[config.mk]
export PLATFORM = sky130hd
export DESIGN_NAME = alu_rr_arbiter
export DESIGN_NICKNAME = d
export VERILOG_FILES = /design/src/rtl/alu_rr_arbiter.sv
export SDC_FILE = /design/constraint.sdc
export NUM_CORES = 1
export LEC_CHECK = 0
export ABC_CLOCK_PERIOD_IN_PS = 3050
export BUFFER_PORTS_ARGS = -buffer_cell sky130_fd_sc_hd__buf_2
export CORE_ASPECT_RATIO = 0.75
export CORE_MARGIN = 1
export CORE_UTILIZATION = 25
export DETAILED_ROUTE_END_ITERATION = 16
export SLEW_MARGIN = 5
export SYNTH_ARGS = -nofsm -noshare
export SYNTH_HDL_FRONTEND = slang
export SYNTH_SLANG_ARGS = --single-unit
[constraint.sdc]
create_clock -name clk -period 3.05 [get_ports clk]
set_clock_uncertainty 0.2 [all_clocks]
set_input_delay 0.305 -clock clk [delete_from_list [all_inputs] [get_ports clk]]
set_output_delay 0.305 -clock clk [all_outputs]
set_load 0.02 [all_outputs]
[src/rtl/alu_rr_arbiter.sv]
// alu_rr_arbiter: round-robin arbiter/sequencer sharing one external 4-bit ALU
// between two requesters over valid/ready command and response channels.
// Optional feature macro: ALU_RR_ARBITER_STATS_EN adds saturating per-requester
// grant counters gnt0_cnt/gnt1_cnt.
module alu_rr_arbiter #(
    parameter int unsigned W   = 4,   // fixed to the ALU width
    parameter int unsigned OPW = 3    // ALU opcode select width
) (
    input  logic           clk,
    input  logic           rst,
    input  logic           req0_valid,
    output logic           req0_ready,
    input  logic [OPW-1:0] req0_op,
    input  logic [W-1:0]   req0_a,
    input  logic [W-1:0]   req0_b,
    input  logic           req1_valid,
    output logic           req1_ready,
    input  logic [OPW-1:0] req1_op,
    input  logic [W-1:0]   req1_a,
    input  logic [W-1:0]   req1_b,
    output logic           resp0_valid,
    input  logic           resp0_ready,
    output logic           resp1_valid,
    input  logic           resp1_ready,
    output logic [W-1:0]   resp_sum,
    output logic           resp_carry,
    output logic           resp_zero,
    output logic           resp_flow,
    output logic [OPW-1:0] alu_op,
    output logic [W-1:0]   alu_a,
    output logic [W-1:0]   alu_b,
    input  logic [W-1:0]   alu_sum,
    input  logic           alu_carry,
    input  logic           alu_zero,
    input  logic           alu_flow
`ifdef ALU_RR_ARBITER_STATS_EN
    ,
    output logic [7:0]     gnt0_cnt,
    output logic [7:0]     gnt1_cnt
`endif
);

    localparam logic [1:0] IDLE = 2'd0;
    localparam logic [1:0] EXEC = 2'd1;
    localparam logic [1:0] RESP = 2'd2;

    logic [1:0] state;
    logic [1:0] state_n;
    logic       prio;      // requester favoured on a tie
    logic       g;         // requester owning the in-flight operation
    logic       accept;
    logic       acc_id;
    logic       resp_hs;

    // State register.
    always_ff @(posedge clk or negedge rst) begin
        if (!rst) begin
            state <= IDLE;
        end else begin
            state <= state_n;
        end
    end

    // Next state, grant decision and combinational command ready.
    always_comb begin
        state_n    = state;
        req0_ready = 1'b0;
        req1_ready = 1'b0;
        accept     = 1'b0;
        acc_id     = 1'b0;
        resp_hs    = 1'b0;
        case (state)
            IDLE: begin
                if (req0_valid && (!req1_valid || !prio)) begin
                    req0_ready = 1'b1;
                    accept     = 1'b1;
                    acc_id     = 1'b0;
                    state_n    = EXEC;
                end else if (req1_valid) begin
                    req1_ready = 1'b1;
                    accept     = 1'b1;
                    acc_id     = 1'b1;
                    state_n    = EXEC;
                end
            end
            EXEC: begin
                state_n = RESP;
            end
            RESP: begin
                resp_hs = g ? resp1_ready : resp0_ready;
                if (resp_hs) begin
                    state_n = IDLE;
                end
            end
            default: begin
                state_n = IDLE;
            end
        endcase
    end

    // Command latch into the ALU, result capture and response valid.
    always_ff @(posedge clk or negedge rst) begin
        if (!rst) begin
            alu_op      <= '0;
            alu_a       <= '0;
            alu_b       <= '0;
            g           <= 1'b0;
            prio        <= 1'b0;
            resp_sum    <= '0;
            resp_carry  <= 1'b0;
            resp_zero   <= 1'b0;
            resp_flow   <= 1'b0;
            resp0_valid <= 1'b0;
            resp1_valid <= 1'b0;
        end else begin
            if (accept) begin
                alu_op <= acc_id ? req1_op : req0_op;
                alu_a  <= acc_id ? req1_a  : req0_a;
                alu_b  <= acc_id ? req1_b  : req0_b;
                g      <= acc_id;
                prio   <= ~acc_id;
            end
            if (state == EXEC) begin
                resp_sum    <= alu_sum;
                resp_carry  <= alu_carry;
                resp_zero   <= alu_zero;
                resp_flow   <= alu_flow;
                resp0_valid <= ~g;
                resp1_valid <= g;
            end
            if (resp_hs) begin
                resp0_valid <= 1'b0;
                resp1_valid <= 1'b0;
            end
        end
    end

`ifdef ALU_RR_ARBITER_STATS_EN
    // Saturating accept counters per requester.
    always_ff @(posedge clk or negedge rst) begin
        if (!rst) begin
            gnt0_cnt <= 8'd0;
            gnt1_cnt <= 8'd0;
        end else if (accept) begin
            if (!acc_id && gnt0_cnt != 8'hFF) begin
                gnt0_cnt <= gnt0_cnt + 8'd1;
            end
            if (acc_id && gnt1_cnt != 8'hFF) begin
                gnt1_cnt <= gnt1_cnt + 8'd1;
            end
        end
    end
`endif

endmodule

==> results.sh, run 1 <==
export IMPL_place_hpwl_mm=2.10
export IMPL_initial_utilization=0.269
export IMPL_hold_slack_ns=0.0674
export IMPL_period_needed_ns=2.40
export IMPL_p_seq_frac=0.345
export IMPL_drv_cap=0
export IMPL_startpoint_type="flop"
export IMPL_cts_sinks=24
export IMPL_power_density_nw_per_um2=1090
export IMPL_max_slew_margin=0.199
export IMPL_path_clk_slew_ns=0.09
export IMPL_grt_pass1_vias=993
export IMPL_busiest_layer="met2"
export IMPL_wire_per_inst_um=12.8
export IMPL_p_switching_mw=0.730
export IMPL_synth_edf_count=0
export IMPL_worst_ep_required_time_ns=2.54
export IMPL_comb_power_share=0.491
export IMPL_use_met3=0.0436
export IMPL_ys_warn_count=0
export IMPL_synth_area_leaders="dfrtp_1 49%, o311ai_2 12%, mux2_2 6.4%"
export IMPL_slew_violations=0
export IMPL_synth_most_common_cell="dfrtp_1"
export IMPL_dieArea_um2=5240
export IMPL_status="finished clean"
export IMPL_ys_seq_elements=24
export IMPL_yosys_area_top_type="dfrtp_1"
export IMPL_dp_slack_ns=0.966
export IMPL_clkLatencyLatePin_ns=0.27
export IMPL_worst_pin_slew_ns=1.19
export IMPL_synth_top_area_share=0.485
export IMPL_internal_power_mw=1.01
export IMPL_drtAntennaViolNets=0
export IMPL_fillers=469
export IMPL_netlist_top_cells_count="24 x dfrtp_1, 13 x inv_1, 11 x nand3_1, 10 x o21ai_1, 9 x o311ai_2"
export IMPL_switching_share=0.420
export IMPL_synthArstFlopShare=1.00
export IMPL_nNetsFinal=201
export IMPL_ir_worst_vdd_v=0.000345
export IMPL_yosys_most_used_dff="dfrtp_1"
export IMPL_min_period_over_period=0.787
export IMPL_holdBufCountCts=1
export IMPL_fmax_ghz=0.417
export IMPL_setup_viol=0
export IMPL_syn_cell_area_um2=1240
export IMPL_drcViolationCount=0
export IMPL_post_cts_buffers=0
export IMPL_setup_tns_ns=0
export IMPL_leakage_nw=0.770
export IMPL_wl_mm=2.85
export IMPL_rows=21
export IMPL_core_area_um2=4600
export IMPL_cts_tree="done"
export IMPL_endpoint_kind="output port"
export IMPL_area_delta_synth_final_pct=29.1
export IMPL_p_clk_frac=0.164
export IMPL_antenna_found_initial=0
export IMPL_dr_pass1_iters=4
export IMPL_vias_per_cell=4.71
export IMPL_fin_ws_ns=0.651
export IMPL_cp_arrival_ns=1.89
export IMPL_drive_above_1_share=0.473
export IMPL_num_antenna_cells=0
export IMPL_path_max_fanout=14
export IMPL_synth_avg_cell_area_um2=11.0
export IMPL_fin_util=0.347
export IMPL_hold_viol_final=0
export IMPL_grt_use_total=0.115
export IMPL_overflow=0
export IMPL_die_x_um=83.2
export IMPL_cts_root_buf="clkbuf_8"
export IMPL_die_height_um=62.9
export IMPL_cts_buffers=3
export IMPL_drt_iter0_drc=42
export IMPL_synthDistinctLibCells=26
export IMPL_routabilityCongestion=0.717
export IMPL_hold_class="in2reg"
export IMPL_clock_path_buffers=2
export IMPL_htreeDepth=1
export IMPL_path_class="reg2out"
export IMPL_p_total_mw=1.74
export IMPL_rsz0062_at_grt="false"
export IMPL_reg2reg_slack_ns=1.15
export IMPL_yosysSeqAreaShare=0.485
export IMPL_use_met2=0.176
export IMPL_syn_num_nets=148
export IMPL_cts_resized=0
export IMPL_vias=1046
export IMPL_grt_util_met1=0.155
export IMPL_grt_max_degree=25
export IMPL_grt_pass1_wl_mm=4.80
export IMPL_io_pins=57
export IMPL_portBuffers=56
export IMPL_postSynthCellCount=113
==> layout by cell type, fill, tap and decap left out <==
cell,n
nand3b_1,2
nand2_1,4
nand3_1,11
nand4b_1,1
a21oi_1,1
clkbuf_8,3
and2_4,1
nor3b_4,1
nor2_1,6
dfrtp_1,24
mux2_2,7
o22ai_1,1
nand2b_1,3
and3_1,1
buf_2,56
inv_1,13
o21ai_0,4
o21ai_1,10
a221oi_1,1
or2_1,1
dlygate4sd3_1,1
a211oi_1,1
bufinv_16,1
o311ai_1,2
o311ai_2,9
==> power groups by stage <==
stage | sequential, mW | clock [mW] | combinational (mW)
after floorplan | 0.739 | 0 | 0.531
after global placement | 0.606 | 0 | 0.859
after detailed placement | 0.604 | 0 | 0.871
after CTS | 0.600 | 0.295 | 0.871
after global routing | 0.626 | 0.310 | 0.934
final | 0.599 | 0.285 | 0.854
==> worst max-delay path, stage by stage (launching register included) <==
cell	delay [ns]
dfrtp_1	0.49
nor3b_4	0.55
and2_4	0.38
buf_2	0.20
==> layout make-up <==
type	count	area (µm²)	area share
sequential	24	601	0.376
multi-input combinational	67	515	0.323
timing repair buffer	57	290	0.182
tap	57	71.3	0.0446
inverter	13	48.8	0.0305
clock buffer	3	41.3	0.0258
clock inverter	1	30.0	0.0188
==> flip-flops by register name (all words and copies together) (netlist names) <==
signal and flops:
alu_a 4, alu_b 4, resp_sum 4, alu_op 3, state 2, g 1, prio 1, resp0_valid 1
resp1_valid 1, resp_carry 1, resp_flow 1, resp_zero 1
==> layer usage <==
metal / wire [µm] / vias to the layer above
li1: - / 502
met1: 1340 / 502
met2: 1270 / 40
met3: 231 / 2
met4: 8 / 0
met5: 0 / -
==> per-stage QoR <==
stage / instances / cell area [µm²]
2_1_floorplan: 113 / 1240
4_1_cts: 222 / 1600
5_1_grt: 222 / 1600
3_5_place_dp: 217 / 1520
6_report: 222 / 1600
3_3_place_gp: 217 / 1520
==> cells by family after synthesis <==
family                 after synthesis  synth area share
multiplexers                         7            0.0637
AND/OR/NAND/NOR                     31             0.142
buffers and inverters               22            0.0981
AO/OA/AOI/OAI                       29             0.211
flip-flops                          24             0.485
==> final timing paths <==
kind / startpoint / end / cells past startpoint
setup / recovery: state[1] / req1_ready / 3
hold / removal: alu_flow / resp_flow / 2
setup reg to reg: state[1] / alu_b[3] / 3
hold reg to reg: resp_zero / resp_zero / 1
max in group asynchronous: rst / resp_sum[0] / 2
min in group asynchronous: rst / g / 2
Power figures use the tool's default switching activity.
==> run 2: changes to the inputs <==
--- a/config.mk
+++ b/config.mk
@@ -5,7 +5,7 @@
 export SDC_FILE = /design/constraint.sdc
 export NUM_CORES = 1
 export LEC_CHECK = 0
-export ABC_CLOCK_PERIOD_IN_PS = 3050
+export ABC_CLOCK_PERIOD_IN_PS = 2400
 export BUFFER_PORTS_ARGS = -buffer_cell sky130_fd_sc_hd__buf_2
 export CORE_ASPECT_RATIO = 0.75
 export CORE_MARGIN = 1
==> constraint.sdc (replaced) <==
create_clock -name clk -period 2.4 [get_ports clk]
set_clock_uncertainty 0.2 [all_clocks]
set_input_delay 0.24 -clock clk [delete_from_list [all_inputs] [get_ports clk]]
set_output_delay 0.24 -clock clk [all_outputs]
set_load 0.02 [all_outputs]
==> results.sh, run 2 (synthesis results as in run 1) <==
export IMPL_p_clk_frac=0.160
export IMPL_status="finished clean"
export IMPL_hold_viol_final=0
export IMPL_setup_viol=0
export IMPL_nNetsFinal=207
export IMPL_place_hpwl_mm=2.14
export IMPL_core_area_um2=4600
export IMPL_vias=1063
export IMPL_clock_path_buffers=2
export IMPL_grt_pass1_vias=1030
export IMPL_portBuffers=56
export IMPL_hp_start="alu_zero"
export IMPL_worst_pin_slew_ns=0.725
export IMPL_vias_per_cell=4.66
export IMPL_rsz0062_at_grt="false"
export IMPL_grt_max_degree=25
export IMPL_hold_class="in2reg"
export IMPL_min_period_over_period=0.801
export IMPL_cts_resized=0
export IMPL_worstReg2RegStart="state[0]"
export IMPL_post_cts_buffers=0
export IMPL_largestRegisters="alu_a x4, alu_b x4, resp_sum x4"
export IMPL_initial_utilization=0.269
export IMPL_rows=21
export IMPL_crit_buf_inv=1
export IMPL_path_max_fanout=12
export IMPL_drtAntennaViolNets=0
export IMPL_path_class="reg2out"
export IMPL_dieArea_um2=5240
export IMPL_period_needed_ns=1.92
export IMPL_holdBufCountCts=3
export IMPL_dpl_cell_count=220
export IMPL_mostFrequentLayoutCell="buf_2"
export IMPL_comb_power_share=0.502
export IMPL_hold_slack_ns=0.00540
export IMPL_io_pins=57
export IMPL_wire_per_inst_um=13.0
export IMPL_antenna_found_initial=0
export IMPL_wl_mm=2.95
export IMPL_grt_pass1_wl_mm=4.86
export IMPL_startpoint_type="flop"
export IMPL_num_antenna_cells=0
export IMPL_overflow=0
export IMPL_cts_root_buf="clkbuf_8"
export IMPL_switching_share=0.417
export IMPL_htreeDepth=1
export IMPL_cts_sinks=24
export IMPL_die_x_um=83.2
export IMPL_path_clk_slew_ns=0.09
export IMPL_dr_pass1_iters=4
export IMPL_internal_power_mw=1.31
export IMPL_leakage_nw=0.797
export IMPL_p_switching_mw=0.935
export IMPL_cts_tree="done"
export IMPL_slowest_stage="dfrtp_1"
export IMPL_drive_above_1_share=0.474
export IMPL_drv_cap=0
export IMPL_area_delta_synth_final_pct=33.4
export IMPL_die_height_um=62.9
export IMPL_p_seq_frac=0.338
export IMPL_power_density_nw_per_um2=1360
export IMPL_endpoint_kind="output port"
export IMPL_drcViolationCount=0
export IMPL_cts_buffers=3
export IMPL_ir_worst_vdd_v=0.000542
export IMPL_slowest_delay_ns=0.50
export IMPL_final_cell_mix="56 x buf_2, 24 x dfrtp_1, 13 x inv_1"
export IMPL_path_cells="nor3b_4 > and2_4 > buf_2"
export IMPL_multi_input_area_um2=515
export IMPL_routabilityCongestion=0.733
export IMPL_fillers=469
export IMPL_drt_iter0_drc=44
export IMPL_regArea_um2=601
export IMPL_grt_use_total=0.116
export IMPL_crit_path_start="state[0]"
export IMPL_worst_ep_required_time_ns=1.96
export IMPL_max_slew_margin=0.515
export IMPL_fmax_ghz=0.520
export IMPL_slew_violations=0
export IMPL_cp_arrival_ns=1.48
export IMPL_clkLatencyLatePin_ns=0.27
export IMPL_setup_tns_ns=0
export IMPL_crit_family="simple AND/OR/NAND/NOR gates"
export IMPL_reg2reg_slack_ns=0.72
export IMPL_stdcell_count=228
## run 2: changes by cell type in the layout (fill, tap and decap cells not counted)
cell,change
buf_4,+3
dlygate4sd3_1,+3
## run 2: area by class of cell
cell class,instances,share of cell area
clock buffer,3,0.0250
clock inverter,1,0.0182
inverter,13,0.0296
multi-input combinational,67,0.312
sequential,24,0.364
tap,57,0.0432
timing repair buffer,63,0.208
## run 2: worst paths after layout
path | endpoint | cells after the start
max | req1_ready | 3
min | resp_zero | 2
max reg2reg | alu_b[1] | 4
min reg2reg | resp_sum[2] | 1
max in group asynchronous | resp_flow | 2
min in group asynchronous | alu_a[3] | 2
## run 2: metrics by stage
stage / util / setup WS, ns / power [mW] / area [µm²]
2_1_floorplan: - / 0.910 / 1.61 / 1240
3_3_place_gp: 0.335 / 0.738 / 1.88 / 1540
3_5_place_dp: 0.335 / 0.690 / 1.90 / 1540
4_1_cts: 0.357 / 0.467 / 2.27 / 1640
5_1_grt: 0.359 / 0.400 / 2.39 / 1650
6_report: 0.359 / 0.478 / 2.24 / 1650
## run 2: metal layers
layer | up-vias | track usage | part of all wire
met1 | 507 | 0.143 | 0.43
met2 | 39 | 0.196 | 0.49
met4 | 0 | 0.0194 | 0.0027
met5 | - | 0 | 0
met3 | 2 | 0.0423 | 0.076
li1 | 515 | - | -
## run 2: power by group through the flow
stage                     registers (mW)  clock network (mW)  logic, mW
after floorplan                    0.939                   0      0.675
after global placement             0.766                   0       1.12
after detailed placement           0.768                   0       1.13
after CTS                          0.761               0.367       1.14
after global routing               0.788               0.382       1.22
final                              0.759               0.358       1.13
## run 2: worst reg2reg max path: cells and delay by family, from the launching register on
kind	cells	cell delay, ns
AO/OA/AOI/OAI	2	0.43
buffers and inverters	1	0.29
AND/OR/NAND/NOR	1	0.10
flip-flops	1	0.54
